[src/rtl/compa_pkg.sv]
// Shared definitions for the compa comparator and its binary-search initiator.
// Holds the FSM state type, the {l,e,g} flag encodings and the steps-width helper.
package compa_pkg;

    typedef enum logic [1:0] {
        ST_IDLE   = 2'd0,
        ST_SETTLE = 2'd1,
        ST_EVAL   = 2'd2,
        ST_DONE   = 2'd3
    } state_e;

    localparam logic [2:0] CMP_LT = 3'b100;
    localparam logic [2:0] CMP_EQ = 3'b010;
    localparam logic [2:0] CMP_GT = 3'b001;

    // A search over W bits takes at most W+1 comparisons, so the count spans 0..W+1.
    function automatic int steps_w(input int w);
        return $clog2(w + 2);
    endfunction

endpackage

[src/rtl/compa_search_ctrl.sv]
// Binary-search initiator: drives the comparator's `a` operand and narrows [lo,hi]
// from the {l,e,g} response until the hidden `b` value is found or the flags contradict.
module compa_search_ctrl
    import compa_pkg::*;
#(
    parameter int W       = 4,
    parameter int CMP_LAT = 1
) (
    input  logic                   clk,
    input  logic                   rst_n,
    input  logic                   start,
    input  logic                   cmp_l,
    input  logic                   cmp_e,
    input  logic                   cmp_g,
    output logic [W-1:0]           guess,
    output logic                   busy,
    output logic                   done,
    output logic                   found,
    output logic                   err,
    output logic [W-1:0]           result,
    output logic [steps_w(W)-1:0]  steps
);

    localparam int SW = steps_w(W);
    localparam int CW = (CMP_LAT > 1) ? $clog2(CMP_LAT) : 1;

    localparam logic [W:0]    RANGE_MAX   = {1'b0, {W{1'b1}}};
    localparam logic [W-1:0]  FIRST_GUESS = RANGE_MAX[W:1];
    localparam logic [W:0]    ONE_X       = 1;
    localparam logic [SW-1:0] ONE_STEP    = 1;
    localparam logic [CW-1:0] CNT_ONE     = 1;
    localparam logic [CW-1:0] CNT_INIT    = CW'(CMP_LAT - 1);

    state_e        state_q, state_d;
    logic [W:0]    lo_q, lo_d;
    logic [W:0]    hi_q, hi_d;
    logic [W-1:0]  guess_q, guess_d;
    logic [CW-1:0] cnt_q, cnt_d;
    logic [SW-1:0] steps_q, steps_d;
    logic          found_q, found_d;
    logic          err_q, err_d;
    logic [W-1:0]  result_q, result_d;

    logic [2:0]    flags;
    logic [W:0]    guess_x;
    logic [W:0]    lo_up;
    logic [W:0]    hi_dn;
    logic [W:0]    sum_lt;
    logic [W:0]    sum_gt;

    // All range arithmetic is one bit wider than the operand so guess+1 and lo+hi never wrap.
    assign flags   = {cmp_l, cmp_e, cmp_g};
    assign guess_x = {1'b0, guess_q};
    assign lo_up   = guess_x + ONE_X;
    assign hi_dn   = guess_x - ONE_X;
    assign sum_lt  = lo_up + hi_q;
    assign sum_gt  = lo_q + hi_dn;

    always_comb begin
        state_d  = state_q;
        lo_d     = lo_q;
        hi_d     = hi_q;
        guess_d  = guess_q;
        cnt_d    = cnt_q;
        steps_d  = steps_q;
        found_d  = found_q;
        err_d    = err_q;
        result_d = result_q;

        case (state_q)
            ST_IDLE: begin
                if (start) begin
                    lo_d    = '0;
                    hi_d    = RANGE_MAX;
                    guess_d = FIRST_GUESS;
                    steps_d = '0;
                    found_d = 1'b0;
                    err_d   = 1'b0;
                    cnt_d   = CNT_INIT;
                    state_d = ST_SETTLE;
                end
            end

            ST_SETTLE: begin
                if (cnt_q == '0) begin
                    state_d = ST_EVAL;
                end else begin
                    cnt_d = cnt_q - CNT_ONE;
                end
            end

            ST_EVAL: begin
                steps_d = steps_q + ONE_STEP;
                state_d = ST_DONE;
                case (flags)
                    CMP_EQ: begin
                        result_d = guess_q;
                        found_d  = 1'b1;
                    end
                    CMP_LT: begin
                        if (guess_q == {W{1'b1}}) begin
                            err_d = 1'b1;
                        end else begin
                            lo_d = lo_up;
                            if (lo_up > hi_q) begin
                                err_d = 1'b1;
                            end else begin
                                guess_d = sum_lt[W:1];
                                cnt_d   = CNT_INIT;
                                state_d = ST_SETTLE;
                            end
                        end
                    end
                    CMP_GT: begin
                        if (guess_q == '0) begin
                            err_d = 1'b1;
                        end else begin
                            hi_d = hi_dn;
                            if (lo_q > hi_dn) begin
                                err_d = 1'b1;
                            end else begin
                                guess_d = sum_gt[W:1];
                                cnt_d   = CNT_INIT;
                                state_d = ST_SETTLE;
                            end
                        end
                    end
                    default: err_d = 1'b1;
                endcase
            end

            ST_DONE: state_d = ST_IDLE;

            default: state_d = ST_IDLE;
        endcase
    end

    always_ff @(posedge clk or negedge rst_n) begin
        if (!rst_n) begin
            state_q  <= ST_IDLE;
            lo_q     <= '0;
            hi_q     <= RANGE_MAX;
            guess_q  <= '0;
            cnt_q    <= '0;
            steps_q  <= '0;
            found_q  <= 1'b0;
            err_q    <= 1'b0;
            result_q <= '0;
        end else begin
            state_q  <= state_d;
            lo_q     <= lo_d;
            hi_q     <= hi_d;
            guess_q  <= guess_d;
            cnt_q    <= cnt_d;
            steps_q  <= steps_d;
            found_q  <= found_d;
            err_q    <= err_d;
            result_q <= result_d;
        end
    end

    assign guess  = guess_q;
    assign busy   = (state_q == ST_SETTLE) || (state_q == ST_EVAL);
    assign done   = (state_q == ST_DONE);
    assign found  = found_q;
    assign err    = err_q;
    assign result = result_q;
    assign steps  = steps_q;

endmodule

[config.mk]
export PLATFORM = sky130hd
export DESIGN_NAME = compa_search_ctrl
export DESIGN_NICKNAME = d
export VERILOG_FILES = /design/src/rtl/compa_pkg.sv /design/src/rtl/compa_search_ctrl.sv
export SDC_FILE = /design/constraint.sdc
export NUM_CORES = 1
export LEC_CHECK = 0
export CAP_MARGIN = 20
export CORE_MARGIN = 3
export CORE_UTILIZATION = 40
export DETAILED_ROUTE_END_ITERATION = 8
export PLACE_DENSITY = 0.66
export SYNTH_ARGS = -nofsm -noshare
export SYNTH_HDL_FRONTEND = slang
export SYNTH_SLANG_ARGS = --single-unit
[constraint.sdc]
create_clock -name clk -period 2.3 [get_ports clk]
set_input_delay 0.23 -clock clk [delete_from_list [all_inputs] [get_ports clk]]
set_output_delay 0.23 -clock clk [all_outputs]
set_load 0.02 [all_outputs]
==> run metrics <==
status finished with violations; failing checks negative setup slack; Synth Register Bits 25; number of global-route vias before repair 1,878; worst reg2reg setup slack -0.24 ns; final clock skew 0.00428 ns; Boundary Pins 21; vias per inst 5.48; ys flop type dfrtp_1; internal power 2480 uW; switching portion of total power 0.475; post-synthesis instance total 223; relative contribution of combinational cells to total power 0.763; launching point of the worst reg2reg path guess[1]$_DFFE_PN0P_; starting utilization of the core area 0.421; number of hold-slack violations in the final timing report 0; largest area contributor in the netlist dfrtp_1; Required @ worst endpoint 2.46 ns; Leakage Power 0.00130 uW; worst slew slack as a fraction of its limit 0.715; DRT iter0 DRCs 173; reported net switching power 2240 uW; Mapped Nets 256; transition at the pin with the smallest max-transition slack 0.428 ns; count of unresolved DRC violations after routing 0; post-detailed-placement half-perimeter wirelength 4.36 mm; fin crit period 2.54 ns; length in cells of the worst reg-to-reg path 8; DRT Wirelength 6.29 mm; total clock buffers created by CTS 3; share of final-layout standard cells stronger than drive strength 1 0.397; Unique masters post-synth 49; Core Footprint 4790 um2; via count of the routed design 1,957; final core area utilization 0.630; type of destination of the critical path flip-flop; buffer depth of the longest clock path 2; worst skew pair latency 0.28 ns; final number of setup-violating endpoints 5; final RePlAce weighted congestion 0.913; hold_ws 0.343 ns; Max Clk Rate 0.393 GHz; Hold Crit Class input pin to asynchronous set/reset pin; power density over cell area 1560 nW/um2; clock share of power 0.060; pin count of the biggest net entering global routing 26; clock-pin slew on the worst setup and hold paths 0.10 ns; sequential power share 0.177; aggregate global-route resource usage 0.212; number of I/O port buffers 20; setup repair after global routing missed its margin yes; Chip Height 76.9 um; Horiz. Die Dim 76.9 um; data arrival time at the worst-slack endpoint 2.70 ns; Remaining Overflow, GRT 0; clock tree from TritonCTS built; Worst Setup Path Type flip-flop to flip-flop; synthesized area 2010 um2; drt pass-1 iters 4; first-pass GRT wire length 9.73 mm; reported max-cap violation count 0; count of flip-flops with a built-in enable after synthesis 0; top fanout value on the critical path 6; final number of max-transition violations 0; final clock period utilization by the worst path 1.11; share of the synthesized area in the top cell type 0.261; startpoint kind of the worst setup timing path flip-flop; maximum VDD drop 1.21 mV; part of the Yosys area used for sequential elements 0.313; Crit Reg-Reg Endpoint guess[1]$_DFFE_PN0P_; number of nets in the layout 324; Area growth syn-to-layout 49.8%; average routed wire per standard cell 17.6 um; initial antenna violation count 0; number of H-tree levels 1; number of cell rows 25; Sinks on Clock Net 25; die footprint 5920 um2; Avg Inst Size Synth 9.03 um2; smallest setup slack after layout -0.242 ns; Final ANT Viol Nets 0; post-synthesis async set-or-reset flop share 1.00; buffer cell driving the clock tree root clkbuf_8; Yosys warnings 0; top cells by area in the synthesized netlist dfrtp_1 26%, ha_1 16%, dfstp_2 5.2%; number of diodes added for antenna fixing 0
## layout by cell type, fill, tap and decap left out, types with 2 or more instances in the layout
| cell type | Yosys | layout |
|---|---|---|
| nand4_1 | 2 | 2 |
| nand2b_1 | 7 | 7 |
| nor2b_4 | 0 | 2 |
| nand3_1 | 5 | 3 |
| and3_4 | 1 | 2 |
| o21ai_1 | 0 | 2 |
| a31oi_1 | 4 | 3 |
| ha_4 | 0 | 9 |
| a21oi_1 | 20 | 19 |
| inv_1 | 18 | 15 |
| o21ai_0 | 13 | 10 |
| nand2_1 | 15 | 15 |
| mux2_2 | 5 | 5 |
| nor3_2 | 0 | 2 |
| fa_2 | 0 | 2 |
| a21o_1 | 3 | 2 |
| dfrtp_1 | 21 | 18 |
| dfstp_2 | 4 | 4 |
| o21a_1 | 3 | 3 |
| clkbuf_8 | 0 | 3 |
| nor3_1 | 6 | 3 |
| xnor2_2 | 0 | 2 |
| o22ai_1 | 6 | 6 |
| clkdlybuf4s50_1 | 0 | 20 |
| a211oi_2 | 0 | 2 |
| a211oi_1 | 5 | 2 |
| nor2_1 | 10 | 10 |
| dfrtp_2 | 0 | 3 |
| buf_6 | 3 | 4 |
| a21boi_0 | 2 | 2 |
| or3_1 | 2 | 2 |
| nor2b_1 | 6 | 3 |
| ha_1 | 25 | 16 |
| buf_4 | 0 | 50 |
| a21oi_2 | 1 | 2 |
| inv_4 | 0 | 2 |
## synthesized netlist by cell type, types with 3 or more instances
master	n
mux2_2	5
xnor2_1	3
inv_1	18
nand3_1	5
o21ai_0	13
nor2_1	10
xor2_1	3
ha_1	25
a211oi_1	5
dfrtp_1	21
a21o_1	3
o21a_1	3
dfstp_2	4
nand2b_1	7
a31oi_1	4
nor2b_1	6
buf_6	3
o22ai_1	6
nor3_1	6
nand2_1	15
clkbuf_1	6
a21oi_1	20
## cells by family (layout without fill, tap and decap cells)
family                     Yosys count  in the layout  share of synthesized area
xor gates and xnor gates             6              6                     0.0261
and+or+nand+nor                     65             65                      0.181
AOI/OAI and AO/OA                   66             66                      0.211
adders and majority gates           27             27                      0.175
muxes                                5              5                     0.0280
buffers and inverters               29             96                     0.0659
DFF                                 25             25                      0.313
## registers in the layout (all words and copies together), names as in the netlist
name	cells
err	1
guess	4
hi_q	5
result	4
state_q	2
found	1
steps	3
lo_q	5
## final cells by class
class	instances	area [um2]
multi-input combinational	169	1560
inverter	18	72.6
clock inverter	1	7.51
tap	67	83.8
fill	390	1770
clock buffer	3	41.3
timing repair buffer	74	621
sequential	25	634
## through the flow
step | cell area [um2] | total power, uW | cells | worst slack (ns) | TNS (ns)
after floorplan | 2110 | 2570 | 223 | 0.00661 | 0
after global placement | 2680 | 3750 | 345 | -0.126 | -0.450
after detailed placement | 2680 | 3800 | 345 | -0.129 | -0.420
after CTS | 2900 | 4380 | 353 | -0.0413 | -0.147
after global routing | 3020 | 5050 | 357 | -0.303 | -1.08
final | 3020 | 4720 | 357 | -0.242 | -0.543
## repair_timing
action | CTS | global route
endpoints found under the setup margin | 5 | 9
setup buffers | 3 | 4
gates resized for setup | 22 | 19
endpoints found under the hold margin | 0 | 0
pin swaps | 14 | 9
hold buffers | 0 | 0
gates cloned | 1 | 0
## critical path, stage by stage (launching register included)
cell and delay, ns:
dfrtp_2 0.49, ha_4 0.20, and3_4 0.19, or4b_4 0.51, a311oi_4 0.32, a211oi_2 0.09, buf_4 0.18, a211oi_1 0.34
nor3_2 0.09
## power by group through the flow
stage	Combinational [uW]	Sequential [uW]	Clock, uW
2_1_floorplan	1680	892	0
3_3_place_gp	2950	801	0
3_5_place_dp	2990	811	0
4_1_cts	3280	809	292
5_1_grt	3880	854	308
6_report	3600	834	284
## layer usage
| layer | vias up | routed length [um] | GRT usage |
|---|---|---|---|
| met5 | - | 0 | 0 |
| met4 | 0 | 140 | 0.0634 |
| met3 | 13 | 313 | 0.0235 |
| met2 | 65 | 2970 | 0.342 |
| met1 | 959 | 2870 | 0.298 |
| li1 | 920 | - | - |
## worst max path at each step
| stage | startpoint | endpoint | slack [ns] | depth (start not counted) |
|---|---|---|---|---|
| final | guess[1]$_DFFE_PN0P_ | guess[1]$_DFFE_PN0P_ | -0.24 | 8 |
| after global routing | guess[1]$_DFFE_PN0P_ | guess[1]$_DFFE_PN0P_ | -0.30 | 8 |
| after CTS | guess[0]$_DFFE_PN0P_ | guess[1]$_DFFE_PN0P_ | -0.04 | 8 |
| after detailed placement | cmp_l | guess[2]$_DFFE_PN0P_ | -0.13 | 8 |
| after global placement | cmp_g | guess[2]$_DFFE_PN0P_ | -0.13 | 8 |
| after floorplan | guess[0]$_DFFE_PN0P_ | guess[3]$_DFFE_PN0P_ | 0.007 | 10 |
Power figures use the tool's default switching activity.
